--- config.mk ---
export PLATFORM = sky130hd
export DESIGN_NAME = uart_tx_stage
export DESIGN_NICKNAME = d
export VERILOG_FILES = /design/src/rtl/uart_tx_stage_pkg.sv /design/src/rtl/uart_tx_stage_sync_fifo.sv /design/src/rtl/uart_tx_stage.sv
export SDC_FILE = /design/constraint.sdc
export NUM_CORES = 1
export LEC_CHECK = 0
export CAP_MARGIN = 20
export CORE_AREA = 2 2 94 96
export CTS_CLUSTER_DIAMETER = 120
export DETAILED_ROUTE_END_ITERATION = 10
export DIE_AREA = 0 0 96 98
export PLACE_DENSITY = 0.89
export SYNTH_ARGS = -nofsm -noshare
export SYNTH_HDL_FRONTEND = slang
export SYNTH_SLANG_ARGS = --single-unit
export TNS_END_PERCENT = 20
--- constraint.sdc ---
create_clock -name clka -period 6.71 [get_ports clka]
set_input_delay 1.342 -clock clka [delete_from_list [all_inputs] [get_ports clka]]
set_output_delay 1.342 -clock clka [all_outputs]
set_load 0.005 [all_outputs]
--- src/rtl/uart_tx_stage_pkg.sv ---
// Shared constants and types for the UART transmit stage.
// Holds the console address map and the serializer state encoding.
package uart_tx_stage_pkg;

    localparam logic [31:0] UART_ADDR          = 32'h1000_0000;
    localparam logic [31:0] UART_STATUS_OFFSET = 32'd4;

    typedef enum logic [1:0] {
        IDLE,
        START,
        DATA,
        STOP
    } tx_state_t;

endpackage

--- src/rtl/uart_tx_stage_sync_fifo.sv ---
// Single-clock byte FIFO feeding the UART serializer.
// Ports: clk, rst_n, push/din, pop/dout, full, empty.
module sync_fifo #(
    parameter int WIDTH = 8,
    parameter int DEPTH = 8
) (
    input  logic             clk,
    input  logic             rst_n,
    input  logic             push,
    input  logic [WIDTH-1:0] din,
    input  logic             pop,
    output logic [WIDTH-1:0] dout,
    output logic             full,
    output logic             empty
);

    localparam int AW = $clog2(DEPTH);

    logic [AW-1:0]    r_wr_ptr;
    logic [AW-1:0]    r_rd_ptr;
    logic [AW:0]      r_count;
    logic [WIDTH-1:0] r_mem [DEPTH];

    logic w_push;
    logic w_pop;

    assign full  = (r_count == (AW+1)'(DEPTH));
    assign empty = (r_count == '0);
    assign dout  = r_mem[r_rd_ptr];

    // A push into a full FIFO only lands if a pop frees a slot this cycle.
    assign w_push = push && (!full || pop);
    assign w_pop  = pop && !empty;

    always_ff @(posedge clk or negedge rst_n) begin
        if (!rst_n) begin
            r_wr_ptr <= '0;
            r_rd_ptr <= '0;
            r_count  <= '0;
        end else begin
            if (w_push) r_wr_ptr <= r_wr_ptr + 1'b1;
            if (w_pop)  r_rd_ptr <= r_rd_ptr + 1'b1;
            unique case ({w_push, w_pop})
                2'b10:   r_count <= r_count + 1'b1;
                2'b01:   r_count <= r_count - 1'b1;
                default: r_count <= r_count;
            endcase
        end
    end

    always_ff @(posedge clk) begin
        if (w_push) r_mem[r_wr_ptr] <= din;
    end

    a_no_pop_empty: assert property (
        @(posedge clk) disable iff (!rst_n) !(pop && empty)
    );

endmodule

--- src/rtl/uart_tx_stage.sv ---
// Snoops byte stores to the console address and sends them out as 8N1.
// Ports: clka/rst_n, bus snoop (addra, dina, wea), status_rdata, uart_txd, flags.
module uart_tx_stage #(
    parameter int          CLKS_PER_BIT = 16,
    parameter int          FIFO_DEPTH   = 8,
    parameter logic [31:0] UART_ADDR    = uart_tx_stage_pkg::UART_ADDR
) (
    input  logic        clka,
    input  logic        rst_n,
    input  logic [31:0] addra,
    input  logic [31:0] dina,
    input  logic        wea,
    output logic [31:0] status_rdata,
    output logic        uart_txd,
    output logic        tx_busy,
    output logic        fifo_full,
    output logic        overflow
);

    import uart_tx_stage_pkg::*;

    localparam int          BW        = $clog2(CLKS_PER_BIT);
    localparam logic [BW-1:0] BAUD_LAST = BW'(CLKS_PER_BIT - 1);

    tx_state_t   r_state;
    logic [BW-1:0] r_baud;
    logic [2:0]  r_bit;
    logic [7:0]  r_shift;
    logic        r_txd;
    logic        r_overflow;

    logic        w_wr;
    logic        w_pop;
    logic        w_empty;
    logic        w_full;
    logic [7:0]  w_fifo_dout;
    logic        w_baud_end;
    logic        w_status_hit;
    logic        w_unused;

    // Store width is irrelevant: every hit pushes exactly the low byte.
    assign w_wr     = wea && (addra == UART_ADDR);
    assign w_unused = ^dina[31:8];

    assign w_baud_end = (r_baud == BAUD_LAST);

    // Pops happen when IDLE sees data, or at the end of STOP for
    // back-to-back frames with no idle gap.
    assign w_pop = !w_empty &&
                   ((r_state == IDLE) ||
                    ((r_state == STOP) && w_baud_end));

    sync_fifo #(
        .WIDTH (8),
        .DEPTH (FIFO_DEPTH)
    ) u_fifo (
        .clk   (clka),
        .rst_n (rst_n),
        .push  (w_wr),
        .din   (dina[7:0]),
        .pop   (w_pop),
        .dout  (w_fifo_dout),
        .full  (w_full),
        .empty (w_empty)
    );

    always_ff @(posedge clka or negedge rst_n) begin
        if (!rst_n) begin
            r_overflow <= 1'b0;
        end else if (w_wr && w_full && !w_pop) begin
            r_overflow <= 1'b1;
        end
    end

    always_ff @(posedge clka or negedge rst_n) begin
        if (!rst_n) begin
            r_state <= IDLE;
            r_baud  <= '0;
            r_bit   <= '0;
            r_shift <= '0;
            r_txd   <= 1'b1;
        end else begin
            unique case (r_state)
                IDLE: begin
                    r_baud <= '0;
                    if (!w_empty) begin
                        r_shift <= w_fifo_dout;
                        r_bit   <= '0;
                        r_txd   <= 1'b0;
                        r_state <= START;
                    end
                end
                START: begin
                    if (w_baud_end) begin
                        r_baud  <= '0;
                        r_txd   <= r_shift[0];
                        r_state <= DATA;
                    end else begin
                        r_baud <= r_baud + 1'b1;
                    end
                end
                DATA: begin
                    if (w_baud_end) begin
                        r_baud <= '0;
                        if (r_bit == 3'd7) begin
                            r_txd   <= 1'b1;
                            r_state <= STOP;
                        end else begin
                            r_shift <= {1'b0, r_shift[7:1]};
                            r_txd   <= r_shift[1];
                            r_bit   <= r_bit + 1'b1;
                        end
                    end else begin
                        r_baud <= r_baud + 1'b1;
                    end
                end
                STOP: begin
                    if (w_baud_end) begin
                        r_baud <= '0;
                        if (!w_empty) begin
                            r_shift <= w_fifo_dout;
                            r_bit   <= '0;
                            r_txd   <= 1'b0;
                            r_state <= START;
                        end else begin
                            r_state <= IDLE;
                        end
                    end else begin
                        r_baud <= r_baud + 1'b1;
                    end
                end
            endcase
        end
    end

    assign uart_txd  = r_txd;
    assign tx_busy   = !w_empty || (r_state != IDLE);
    assign fifo_full = w_full;
    assign overflow  = r_overflow;

    assign w_status_hit = (addra == (UART_ADDR + UART_STATUS_OFFSET));
    assign status_rdata = w_status_hit ?
                          {29'b0, r_overflow, w_full, tx_busy} : 32'b0;

endmodule

Yosys cells after proc, flatten, opt, wreduce, memory -nomap -nowiden
Memories as Yosys holds them, arrays and structs flattened.
Index checks and enable logic that the tools add are counted.
- word-level logic and storage cells: 83
- memories kept: 1
- output and inout bits: 36
- bits in writable memories: 64
- input bits: 67
- flip-flop bits (word level): 29
- memory list (memory ; depth ; bits a word ; rd ports ; clocked after Yosys merged registers in ; wr ports ; RTL line ; RTL):
    u_fifo.r_mem ; 8 ; 8 ; 1 ; 0 ; 1 ; uart_tx_stage_sync_fifo.sv:22 ; logic [WIDTH-1:0] r_mem [DEPTH];
- reductions and logical operators: 22
- muxes and demuxes: 29
- add/sub/neg operators: 6
- eq/ne operators: 16
- operators by type and width (operator ; count):
    equality test 32 x 29 -> 1 bit, second input constant ; 2
    2-to-1 mux 8 bit ; 4
    one-hot mux 8 bit (3 select lines) ; 1
    one-hot mux 4 bit (2 select lines) ; 2
    2-to-1 mux 3 bit ; 5
    != test 2 bit, second input constant ; 6
    2-to-1 mux 2 bit ; 5
    adder 3 x 1 -> 3 bit, second input constant ; 3
    one-hot mux 3 bit (3 select lines) ; 1
    adder 4 x 1 -> 4 bit, second input constant ; 2
    equality test 4 bit, second input constant ; 2
    2-to-1 mux 1 bit ; 8
    one-hot mux 2 bit (4 select lines) ; 1
    logical AND 1 bit ; 7
    equality test 2 bit, second input constant ; 3
    AND reduction 5 bit ; 1
    equality test 2 x 1 -> 1 bit, second input constant ; 2
    zero test 4 bit ; 1
    2-to-1 mux 4 bit ; 1
    one-hot mux 1 bit (4 select lines) ; 1
    AND reduction 4 bit ; 1
    nonzero test 2 bit ; 2
    subtractor 4 x 1 -> 4 bit, second input constant ; 1
    equality test 3 bit, second input constant ; 1
    6 further kinds ; 10

Longest topological paths before layout
- depth after elaboration: 8
- mapped depth: 13
- gate-level depth less buffers: 12

By module
A second synthesis with hierarchy kept.
- cell total of the unflattened synthesis: 291
- area, all modules: 4458.0 um^2
- modules (own cells, without submodules) (module ; times used ; seq. area each (um^2) ; area an instance (um^2) ; cells an instance):
    sync_fifo ; 1 ; 2172.1 ; 3065.4 ; 159
    uart_tx_stage ; 1 ; 476.7 ; 1392.6 ; 132

Worst setup path after synthesis
No wires, ideal clock.
- kind: input to output
- start point: input port addra[13]
- end point: output port status_rdata[2]
- required time: 5.368 ns
- buffers on the path: 1
- stages on the path: 5
- path slack: 3.067 ns
- arrival time: 2.301 ns
- path through: nor4_1 nand4_1 nor2_1 buf_2 and3_1
- word-level cells in the longest chain between the ends: 2
- RTL lines (what ; RTL line ; RTL):
    start: declaration ; uart_tx_stage.sv:10 ; input logic [31:0] addra,
    equality test 32 x 29 -> 1 bit ; uart_tx_stage.sv:141 ; assign w_status_hit = (addra == (UART_ADDR + UART_STATUS_OFFSET));
    2-to-1 mux 3 bit ; uart_tx_stage.sv:142 ; assign status_rdata = w_status_hit ?
    end: declaration ; uart_tx_stage.sv:13 ; output logic [31:0] status_rdata,
Every way passes these cells.

Worst setup path in the final report
- start point: input port addra[22]
- end point: output port status_rdata[0]
Same word-level chain as after synthesis.

==> out/qor.csv <==
metric;value;unit
ys_ff_latch;93;
totalWireLength;7780;um
cts_buffer_depth;2;
cts_resized;0;
async_flop_share;0.312;
peakVddDrop;0.189;mV
place_hpwl;5350;um
syn_to_final_growth;14.9;%
crit_arrival;3.54;ns
grt_max_degree;30;
io_pins;103;
hold_viol_final;0;
fin_util;0.604;
outcome;completed;
period_share;0.728;
fmax;205;MHz
p_seq_frac;0.558;
skew;0.00774;ns
portBuffers;49;
cp.required;5.37;ns
hold_depth;1;
setup-violations-final;0;
globalRouteMet1Util;0.246;
globalRouteOverflowTotal;0;
post_drt_wl_per_cell;17.0;um
fin_cells;459;
r2r_start;r_state[0];
register_area;0.00265;mm^2
cts_max_level;3;
worst_pin_slew;0.971;ns
vias;2568;
fp.dieW;96;um
p_total;1200;uW
crit_fanout;12;
synth_edf_count;64;
synth_cell_type_count;53;
worst_slack;1.83;ns
p_int;907;uW
cts_tree;yes;
syn_area_per_cell;15.1;um^2
cellLeakagePower;0.00199;uW
multiInputGateArea;0.00159;mm^2
dp.cells;443;
fill_cells;624;
synth.yosys.seq_area_share;0.595;
power_density;234;mW/mm^2
die_h;98;um
core-area;0.00847;mm^2
drv_cap;0;
place_congestion;0.747;
hold_class;reg2reg;
drive_gt1_frac;0.125;
crit_type;in2out;
finalCriticalPeriod;4.88;ns
syn_inst;295;
row_count;34;
fin_setup_tns;0;ns
num_antenna_cells;0;
slew_headroom;0.353;
firstDrtPassIters;4;
first_global_vias;2670;
synthesis.area;0.00445;mm^2
postRouteAntennaNets;0;
insertion_delay;0.35;ns
cts_made_buffers;9;
clock_power_share;0.301;
clk_pin_slew;0.09;ns
antenna_found_initial;0;
nets;427;
grt_pass1_wl;13100;um
rsz0062_at_grt;no;
yosysWarnings;0;
crit_path_start;addra[22];
maxSlewViolCount;0;
cts_sinks;93;
cts_setup_buffers;0;
ys.flop_type;edfxtp_1;
combinationalPowerShare;0.141;
drtIter0Drc;194;
grt_busiest_layer;met2;
switching_share;0.244;
avgViaCountPerCell;5.59;
min_from;overflow;
r2r_cells;12;
cp-end-kind;output pin;
cts-root-buf;clkbuf_8;
die_area;0.00941;mm^2
met3_usage;0.0440;
hold_buffers;0;
grt_usage;0.185;
start_kind;input pin;
initial_core_util;0.526;
use_met2;0.293;
pre_cts_slack;1.84;ns
p_sw;293;uW
drc;0;
[cells by family after synthesis]
kind of cell,share of synthesized area
AOI/OAI and AO/OA,0.0430
DFF,0.595
other,0.000842
and+or+nand+nor,0.0942
muxes,0.135
buffers and inverters,0.0748
adders and majority gates,0.0410
xor gates and xnor gates,0.0157
[Yosys cell counts, types with 2 or more instances]
| cell | number | area, um^2 |
|---|---|---|
| buf_6 | 2 | 22.5 |
| xor2_1 | 4 | 35.0 |
| mux2i_1 | 10 | 100 |
| nand2_1 | 10 | 37.5 |
| nor3_1 | 2 | 10.0 |
| buf_2 | 7 | 35.0 |
| and2_1 | 2 | 12.5 |
| mux2_2 | 10 | 113 |
| a41oi_1 | 2 | 17.5 |
| xnor2_1 | 4 | 35.0 |
| nor2_1 | 8 | 30.0 |
| clkbuf_1 | 2 | 7.51 |
| nor2b_1 | 2 | 12.5 |
| a22o_1 | 2 | 17.5 |
| mux4_1 | 8 | 210 |
| edfxtp_1 | 64 | 1920 |
| buf_4 | 29 | 218 |
| inv_1 | 7 | 26.3 |
| and4_1 | 2 | 17.5 |
| and3_1 | 6 | 37.5 |
| a21o_1 | 2 | 15.0 |
| nor4_1 | 8 | 50.1 |
| o21ai_0 | 6 | 30.0 |
| and4b_1 | 2 | 20.0 |
| o21ai_1 | 7 | 35.0 |
| nor4b_1 | 2 | 17.5 |
| nand3_1 | 11 | 55.1 |
| nand4_1 | 2 | 12.5 |
| mux4_2 | 8 | 180 |
| nor4bb_1 | 2 | 20.0 |
| ha_1 | 13 | 163 |
| dfrtp_1 | 28 | 701 |
[placed cells by master, fill, tap and decap left out, types with 4 or more instances in the layout]
cell	netlist	final
o21ai_1	7	7
dfrtp_1	28	28
clkdlybuf4s50_1	0	49
mux2_2	10	10
xor2_1	4	4
xnor2_1	4	4
buf_4	29	5
and3_1	6	6
mux4_1	8	8
edfxtp_1	64	64
nor2_1	8	8
ha_1	13	13
inv_1	7	7
clkbuf_8	0	9
nand2_1	10	10
nor4_1	8	8
nand3_1	11	11
mux2i_1	10	10
conb_1	1	29
o21ai_0	6	6
mux4_2	8	8
[flip-flops by register name, indices dropped and copies added (netlist names)]
register	flops
overflow	1
r_baud	4
r_bit	3
r_shift	8
r_state	2
u_fifo.r_count	4
u_fifo.r_mem	64
u_fifo.r_rd_ptr	3
u_fifo.r_wr_ptr	3
uart_txd	1
[power groups by stage]
stage / Clock [uW] / Combinational [uW] / Sequential (uW)
2_1_floorplan: 0 / 124 / 677
3_3_place_gp: 0 / 162 / 680
3_5_place_dp: 0 / 170 / 682
4_1_cts: 368 / 170 / 669
5_1_grt: 388 / 192 / 674
6_report: 361 / 169 / 670
[routing by layer]
metal | up-vias | part of all wire
li1 | 1182 | -
met1 | 1296 | 0.42
met4 | 0 | 0.016
met5 | - | 0
met3 | 14 | 0.046
met2 | 76 | 0.51
[worst max-delay path, cell delays in order]
cell,delay (ns)
clkdlybuf4s50_1,0.41
nor4_1,0.29
nand4_1,0.25
nor2_1,0.51
and3_1,0.24
clkdlybuf4s50_1,0.50
[layout make-up]
class / count / area share
clock buffers: 10 / 0.0250
clock inverters: 6 / 0.0120
inverters: 7 / 0.00514
multi-input cells: 181 / 0.310
flip-flops and latches: 93 / 0.518
well taps: 108 / 0.0264
repair buffers: 54 / 0.103
[through the flow]
step / hold WS [ns] / cell area (um^2)
6_report: 0.503 / 5110
5_1_grt: 0.528 / 5110
3_5_place_dp: 0.479 / 4930
4_1_cts: 0.499 / 5110
3_3_place_gp: 0.474 / 4930
2_1_floorplan: 0.460 / 4560
[path summary, 6_finish.rpt]
kind	end	slack, ns
worst max register to register	u_fifo.r_count[3]	3.80
worst max-delay path	status_rdata[0]	1.83
worst min-delay path	overflow	0.50
min in group asynchronous	u_fifo.r_count[1]	1.37
worst min register to register	overflow	0.50
max in group asynchronous	uart_txd	5.02
(Power assumes the default switching activity.)
